<file path="src/rtl/sum_latch_uart_if.sv">
// sum_latch_uart_if: operand strobes, operand bus, result and UART pins of the sum-latch core
interface sum_latch_uart_if #(parameter int DATA_W = 4);
    logic              save_a_n;
    logic              save_b_n;
    logic              op_sub;
    logic [DATA_W-1:0] data_input;
    logic [DATA_W:0]   result;
    logic              uart_txd;
    logic              uart_tx_busy;
    modport master (
        output save_a_n, save_b_n, op_sub, data_input,
        input  result, uart_txd, uart_tx_busy
    );
    modport slave (
        input  save_a_n, save_b_n, op_sub, data_input,
        output result, uart_txd, uart_tx_busy
    );
endinterface

</file>
<file path="src/rtl/sum_latch_uart_core.sv">
// sum_latch_uart_core: latches two operands on save strobes, adds/subtracts them and sends the result over 8N1 UART
module sum_latch_uart_core #(
    parameter int DATA_W       = 4,
    parameter int CLKS_PER_BIT = 434,
    parameter int SYNC_STAGES  = 2
) (
    input logic clk,
    input logic reset,
    sum_latch_uart_if.slave bus
);
    localparam int RES_W  = DATA_W + 1;
    localparam int NBYTES = (RES_W + 7) / 8;
    localparam int BUF_W  = NBYTES * 8;
    localparam int CW     = $clog2(CLKS_PER_BIT);
    localparam int BW     = NBYTES > 1 ? $clog2(NBYTES) : 1;

    typedef enum logic [2:0] {IDLE, LOAD, START, DATA, STOP} state_t;

    state_t             state, state_next;
    logic [SYNC_STAGES-1:0] sync_a, sync_b, sync_s;
    logic               prev_a, prev_b;
    logic               stb_a, stb_b, request;
    logic [DATA_W-1:0]  op_a, op_b;
    logic [RES_W-1:0]   result;
    logic [BUF_W-1:0]   shift_buf;
    logic [CW-1:0]      clk_cnt;
    logic [2:0]         bit_idx;
    logic [BW-1:0]      byte_idx;
    logic               tick, last_byte;

    assign stb_a     = prev_a & ~sync_a[SYNC_STAGES-1];
    assign stb_b     = prev_b & ~sync_b[SYNC_STAGES-1];
    assign tick      = clk_cnt == CW'(CLKS_PER_BIT - 1);
    assign last_byte = byte_idx == BW'(NBYTES - 1);

    assign bus.result       = result;
    assign bus.uart_tx_busy = state != IDLE;
    assign bus.uart_txd     = state == START ? 1'b0 : state == DATA ? shift_buf[bit_idx] : 1'b1;

    // synchronise the asynchronous pins and keep the previous save level for edge detection
    always_ff @(posedge clk or posedge reset) begin
        if (reset) begin
            sync_a <= '1;
            sync_b <= '1;
            sync_s <= '0;
            prev_a <= 1'b1;
            prev_b <= 1'b1;
        end else begin
            sync_a <= {sync_a[SYNC_STAGES-2:0], bus.save_a_n};
            sync_b <= {sync_b[SYNC_STAGES-2:0], bus.save_b_n};
            sync_s <= {sync_s[SYNC_STAGES-2:0], bus.op_sub};
            prev_a <= sync_a[SYNC_STAGES-1];
            prev_b <= sync_b[SYNC_STAGES-1];
        end
    end

    // operand latches, registered arithmetic and the coalescing transmit request (a new strobe beats the LOAD clear)
    always_ff @(posedge clk or posedge reset) begin
        if (reset) begin
            op_a    <= '0;
            op_b    <= '0;
            result  <= '0;
            request <= 1'b0;
        end else begin
            if (stb_a) op_a <= bus.data_input;
            if (stb_b) op_b <= bus.data_input;
            result  <= sync_s[SYNC_STAGES-1] ? RES_W'(op_a) - RES_W'(op_b) : RES_W'(op_a) + RES_W'(op_b);
            request <= stb_a | stb_b | (request & (state_next != LOAD));
        end
    end

    // transmitter state register
    always_ff @(posedge clk or posedge reset) begin
        if (reset) state <= IDLE;
        else       state <= state_next;
    end

    // transmitter next-state logic
    always_comb begin
        state_next = state;
        case (state)
            IDLE:    if (request) state_next = LOAD;
            LOAD:    state_next = START;
            START:   if (tick) state_next = DATA;
            DATA:    if (tick && bit_idx == 3'd7) state_next = STOP;
            STOP:    if (tick) state_next = last_byte ? IDLE : START;
            default: state_next = IDLE;
        endcase
    end

    // bit timer, bit/byte counters and the result snapshot shifted out one byte per frame
    always_ff @(posedge clk or posedge reset) begin
        if (reset) begin
            clk_cnt   <= '0;
            bit_idx   <= '0;
            byte_idx  <= '0;
            shift_buf <= '0;
        end else begin
            clk_cnt <= (state == IDLE || state == LOAD || tick) ? '0 : clk_cnt + 1'b1;
            if (state == LOAD) begin
                bit_idx   <= '0;
                byte_idx  <= '0;
                shift_buf <= BUF_W'(result);
            end else begin
                if (state == DATA && tick) bit_idx <= bit_idx + 1'b1;
                if (state == STOP && tick && !last_byte) begin
                    byte_idx  <= byte_idx + 1'b1;
                    shift_buf <= shift_buf >> 8;
                end
            end
        end
    end
endmodule

</file>
<file path="src/flat_wrapper.sv">
// flat-port wrapper written by rule: the top's interface ports become plain ports
module sum_latch_uart_core_flat 
#(
    parameter int DATA_W       = 4,
    parameter int CLKS_PER_BIT = 434,
    parameter int SYNC_STAGES  = 2
)
  (clk, reset, bus_save_a_n, bus_save_b_n, bus_op_sub, bus_data_input, bus_result, bus_uart_txd, bus_uart_tx_busy);
  sum_latch_uart_if #(.DATA_W(DATA_W)) bus_i ();
  input logic clk;
  input logic reset;
  input wire logic [$bits(bus_i.save_a_n)-1:0] bus_save_a_n;
  input wire logic [$bits(bus_i.save_b_n)-1:0] bus_save_b_n;
  input wire logic [$bits(bus_i.op_sub)-1:0] bus_op_sub;
  input wire logic [$bits(bus_i.data_input)-1:0] bus_data_input;
  output wire logic [$bits(bus_i.result)-1:0] bus_result;
  output wire logic [$bits(bus_i.uart_txd)-1:0] bus_uart_txd;
  output wire logic [$bits(bus_i.uart_tx_busy)-1:0] bus_uart_tx_busy;
  assign bus_i.save_a_n = bus_save_a_n;
  assign bus_i.save_b_n = bus_save_b_n;
  assign bus_i.op_sub = bus_op_sub;
  assign bus_i.data_input = bus_data_input;
  assign bus_result = bus_i.result;
  assign bus_uart_txd = bus_i.uart_txd;
  assign bus_uart_tx_busy = bus_i.uart_tx_busy;
  sum_latch_uart_core #(.DATA_W(DATA_W), .CLKS_PER_BIT(CLKS_PER_BIT), .SYNC_STAGES(SYNC_STAGES)) u_core (.clk(clk), .reset(reset), .bus(bus_i));
endmodule
</file>
<file path="config.mk">
export PLATFORM = sky130hd
export DESIGN_NAME = sum_latch_uart_core_flat
export DESIGN_NICKNAME = d
export VERILOG_FILES = /design/src/rtl/sum_latch_uart_if.sv /design/src/rtl/sum_latch_uart_core.sv /design/src/flat_wrapper.sv
export SDC_FILE = /design/constraint.sdc
export NUM_CORES = 1
export LEC_CHECK = 0
export ABC_AREA = 1
export CELL_PAD_IN_SITES_DETAIL_PLACEMENT = 1
export CELL_PAD_IN_SITES_GLOBAL_PLACEMENT = 2
export CORE_ASPECT_RATIO = 1.75
export CORE_MARGIN = 2
export CORE_UTILIZATION = 32
export DETAILED_ROUTE_END_ITERATION = 6
export GPL_TIMING_DRIVEN = 0
export PLACE_DENSITY = 0.76
export SYNTH_ARGS = -nofsm -noshare
export SYNTH_HDL_FRONTEND = slang
export SYNTH_SLANG_ARGS = --single-unit
export TNS_END_PERCENT = 30
</file>
<file path="constraint.sdc">
create_clock -name clk -period 1.5 [get_ports clk]
set_input_delay 0.225 -clock clk [delete_from_list [all_inputs] [get_ports clk]]
set_output_delay 0.225 -clock clk [all_outputs]
set_load 0.005 [all_outputs]
</file>
Yosys cells after proc, flatten, opt, wreduce, memory -nomap -nowiden
Index checks and enable logic that the tools add are counted.

Input bits: 9. Bits in registers: 46. Output and inout bits: 7. Logic and storage cells: 62.

Order comparisons: 1. Equal/unequal tests: 7. Add/sub/neg operators: 5. Bitwise gates (word level): 7. Reductions and logical operators: 10. Muxes and demuxes: 18.

Operator list (number): $mux W3 (6); $mux W8 (2); $pmux W3 S5 (1); $add A9 B1 Y9 const B (1); $eq A9 B9 Y1 const B (1); $mux W9 (1); $eq A3 B2 Y1 const B (2); $eq A3 B3 Y1 const B (2); $add A4 B4 Y5 (1); $mux W1 (5); $mux W5 (1); $sub A4 B4 Y5 (1); $logic_and A1 B1 Y1 (4); $lt A3 B4 Y1 const B (1); $reduce_bool A2 Y1 (2); $add A3 B1 Y3 const B (1); $and A1 B1 Y1 (3); $bmux W1 S3 (1); $eq A3 B1 Y1 const B (1); $logic_not A3 Y1 (1); $ne A3 B1 Y1 const B (1); $reduce_bool A3 Y1 (1); $logic_or A1 B1 Y1 (2); $mux W2 (1); 3 further kinds (5).

Longest topological paths before layout
Depth after elaboration: 7. Mapped depth: 9. Mapped depth without buffers: 9.

Worst setup path after synthesis
No wires, ideal clock.

Path type: register to register. Start: register u_core.op_b[0]. End: register u_core.result[4], in the netlist u_core.bus.result[4]. Cell stages (with the launch flop): 8. Setup time: 0.131 ns. Buffers on the path: 0. Clock period less this slack: 1.624 ns. Required time: 1.369 ns. Setup slack: -0.124 ns. Arrival time: 1.493 ns. Path through: dfrtp_1 > inv_1 > ha_1 > o21ai_0 > fa_1 > nand3_1 > nand2_1 > xor2_1.

Cells in the longest elaborated chain, start to end: 2. Elaborated cells between the ends (all ways): 3. Those cells by class: add/sub: 2; mux: 1.

Ends and longest elaborated chain: start: declaration (RTL line sum_latch_uart_core.sv:23) `logic [DATA_W-1:0] op_a, op_b;`; start signal: assignment (RTL line sum_latch_uart_core.sv:66) `if (stb_b) op_b <= bus.data_input;`; $add A4 B4 Y5 or $sub A4 B4 Y5 (tied branches) (RTL line sum_latch_uart_core.sv:67) `result <= sync_s[SYNC_STAGES-1] ? RES_W'(op_a) - RES_W'(op_b) : RES_W'(op_a) + RES_W'(op_b);`; $mux W5 (*) (RTL line sum_latch_uart_core.sv:67); end signal: assignment (RTL line sum_latch_uart_core.sv:67); end: declaration (RTL line sum_latch_uart_core.sv:24) `logic [RES_W-1:0] result;`.

Mark *: on every way between the ends. The rest lies on a longest branch, timed or not. A chain may end at the register's enable or synchronous reset.

Worst setup path after layout
Start: register u_core.op_b[0]. End: register u_core.result[3], in the netlist u_core.bus.result[3].

Same word-level chain as after synthesis.

==> results.sh <==
export IMPL_dieArea_sq_um=7443
export IMPL_setup_viol=3
export IMPL_area_growth_pct=26.26
export IMPL_wl_per_cell_um=12.62
export IMPL_ioPinCount=16
export IMPL_synth_net_count=262
export IMPL_rsz0062_at_grt="yes"
export IMPL_port_buffer_count=15
export IMPL_finalWorstSetupSlack_ns=-0.05983
export IMPL_fill_cells=787
export IMPL_hp_class="input pin to asynchronous set/reset pin"
export IMPL_cts_sinks=43
export IMPL_worstMarginPinSlew_ns=0.4268
export IMPL_hold_viol=0
export IMPL_max_stage_delay_ns=0.38
export IMPL_syn_inst=243
export IMPL_row_count=39
export IMPL_grt_pass1_wl_mm=7.962
export IMPL_synth_flop_cell="dfrtp_1"
export IMPL_grt_overflow=0
export IMPL_initial_utilization_pct=33.01
export IMPL_final_util_pct=41.68
export IMPL_hold_buffers=0
export IMPL_clockBufferDepth=2
export IMPL_crit_family="adder cells"
export IMPL_synthTopCellsByCount="nand2_1, dfrtp_1, inv_1, nand3_1, o21ai_0"
export IMPL_async_flop_share_pct=100.0
export IMPL_track_usage_pct=14.01
export IMPL_cap_violations=0
export IMPL_worstSkewPairLatency_ns=0.29
export IMPL_synth_edff_count=0
export IMPL_ir_worst_vdd_mv=0.6691
export IMPL_p_leak_uw=0.001302
export IMPL_setup_tns_ns=-0.1193
export IMPL_cp_slowest_cell="dfrtp_1"
export IMPL_pwr_share_clk_pct=27.0
export IMPL_final_cells=357
export IMPL_cp_arrival_ns=1.74
export IMPL_cts_made_buffers=5
export IMPL_diodes=0
export IMPL_synth_most_common_cell="nand2_1"
export IMPL_synth_area_leaders="dfrtp_1, nand2_1, dfstp_2"
export IMPL_drt_initial_drc_count=30
export IMPL_power_net_switching_uw=1363
export IMPL_netlist_cell_type_count=32
export IMPL_critPathMaxFanout=4
export IMPL_status="complete, but fails checks"
export IMPL_syn_area_sq_um=2158
export IMPL_antenna_found_initial=0
export IMPL_fmax_mhz=641.1
export IMPL_crit_buf_inv=1
export IMPL_core_area_sq_um=6539
export IMPL_crit_chain="inv_2 -> ha_4 -> a21oi_2 -> o21ai_1 -> nand2_1 -> ha_4 -> a21oi_2 -> nand2_1 -> xor2_1"
export IMPL_p_comb_share_pct=33.8
export IMPL_die_w_um=66.08
export IMPL_end_kind="register"
export IMPL_routed_wl_mm=4.507
export IMPL_violations="setup timing"
export IMPL_relSlewSlack_pct=71.44
export IMPL_seq_area_frac_synth_pct=50.20
export IMPL_h_tree_depth=2
export IMPL_rrSetupSlack_ns=-0.06
export IMPL_maxSlewViolCount=0
export IMPL_vias=1659
export IMPL_yosysWarnings=0
export IMPL_final_nets=293
export IMPL_power_frac_seq_pct=39.1
export IMPL_die_height_um=112.6
export IMPL_skew_ns=0.005111
export IMPL_first_pass_iters=3
export IMPL_holdWs_ns=0.1665
export IMPL_drc_errors=0
export IMPL_routabilityCongestion=0.6973
export IMPL_synth_top_area_share_pct=42.90
export IMPL_avgSynthCellArea_sq_um=8.882
export IMPL_dpl_cell_count=341
export IMPL_internal_power_uw=2735
export IMPL_start_kind="register"
export IMPL_powerDensity_nw_per_um2=1504
export IMPL_power_uw=4098
export IMPL_root_buffer="clkbuf_16"
export IMPL_required_ns=1.68
export IMPL_drive_above_1_share_pct=28.73
export IMPL_vias_per_cell=4.647
export IMPL_critPathKind="register to register"
export IMPL_grt_pass1_vias=1768
export IMPL_synth_seq_cells=43
export IMPL_cts_tree="done"
export IMPL_p_sw_share_pct=33.26
export IMPL_fin_crit_ns=1.560
export IMPL_final_antenna_net_count=0
export IMPL_clkTransAtPathRegs_ns=0.06
export IMPL_min_period_over_period_pct=104.0
export IMPL_yosys_area_top_type="dfrtp_1"
export IMPL_grt_max_degree=37
export IMPL_hpwl_mm=3.468
-- per-stage QoR --
| stage | cell area (sq um) | setup WS (ns) |
|---|---|---|
| floorplan | 2177 | -0.02270 |
| global placement | 2430 | -0.7017 |
| detailed placement | 2450 | -0.2466 |
| CTS | 2663 | -0.1663 |
| global route | 2725 | -0.1579 |
| finish | 2725 | -0.05983 |
-- cell usage in the layout (no fill, tap or decap), drive strengths merged --
| cell | count |
|---|---|
| o31ai | 1 |
| a21oi | 6 |
| nand3b | 1 |
| nor3 | 4 |
| nand3 | 22 |
| fa | 1 |
| xnor2 | 1 |
| dfstp | 6 |
| nand2 | 69 |
| inv | 40 |
| ha | 9 |
| dlygate4sd2 | 1 |
| clkinv | 1 |
| o21ai | 15 |
| a21boi | 1 |
| buf | 11 |
| clkdlybuf4s50 | 13 |
| nand4 | 3 |
| o21a | 1 |
| o21bai | 1 |
| xor2 | 3 |
| clkbuf | 8 |
| dfrtp | 37 |
| nor2 | 20 |
-- power by group through the flow --
stage	Clock (uW)	Combinational (uW)	Sequential, uW
6_report	1110	1390	1600
5_1_grt	1200	1580	1650
4_1_cts	1150	1370	1610
3_5_place_dp	0	1290	1620
3_3_place_gp	0	1250	1610
2_1_floorplan	0	864	1580
-- routing by layer --
layer | global-route usage (%) | part of all wire, % | vias up
met3 | 3.006 | 2.1 | 7
met1 | 14.34 | 39 | 812
met2 | 26.13 | 57 | 15
met5 | 0 | 0 | -
met4 | 6.122 | 2.2 | 0
li1 | - | - | 825
-- what timing repair did --
action	CTS	global route
resized for setup	12	14
endpoints found under the hold margin	0	0
buffers inserted	4	4
setup endpoints to repair	5	6
pin swaps	1	6
-- final cells by class --
cell class	instances	area (sq um)	share of cell area [%]
Clock buffer	7	142.6	5.234
Timing Repair Buffer	24	224.0	8.219
Buffer	2	22.52	0.8264
Clock inverter	1	8.758	0.3214
Sequential cell	43	1086	39.85
Multi-Input combinational cell	158	985.9	36.18
Tap cell	82	102.6	3.765
Inverter	40	152.6	5.601
-- kinds of logic (layout without fill, tap and decap cells) --
family / after synthesis / in the layout / share of synthesized area, %
xor gates and xnor gates: 4 / 4 / 1.623
AOI/OAI and AO/OA: 25 / 25 / 6.957
DFF: 43 / 43 / 50.20
and+or+nand+nor: 119 / 119 / 27.13
buffers and inverters: 42 / 74 / 7.942
adders and majority gates: 10 / 10 / 6.145
-- registers in the layout (all words and copies together), names as in the netlist --
| name | count |
|---|---|
| u_core.prev_a | 1 |
| u_core.op_b | 4 |
| u_core.state | 3 |
| u_core.sync_a | 2 |
| u_core.shift_buf | 5 |
| u_core.sync_b | 2 |
| u_core.bit_idx | 3 |
| u_core.op_a | 4 |
| u_core.sync_s | 2 |
| u_core.prev_b | 1 |
| u_core.bus.result | 5 |
| u_core.request | 1 |
| u_core.clk_cnt | 9 |
| u_core.byte_idx | 1 |
-- path summary, 6_finish.rpt --
check                                 start                   end  cells after the start
max in group asynchronous             reset      u_core.sync_b[1]                      3
min in group clk               bus_save_b_n      u_core.sync_b[0]                      1
max reg2reg                  u_core.op_b[0]  u_core.bus.result[3]                      9
max                          u_core.op_b[0]  u_core.bus.result[3]                      9
min reg2reg                u_core.sync_s[0]      u_core.sync_s[1]                      0
min                                   reset     u_core.clk_cnt[4]                      2
No activity file was read; power rests on OpenSTA's default activity.
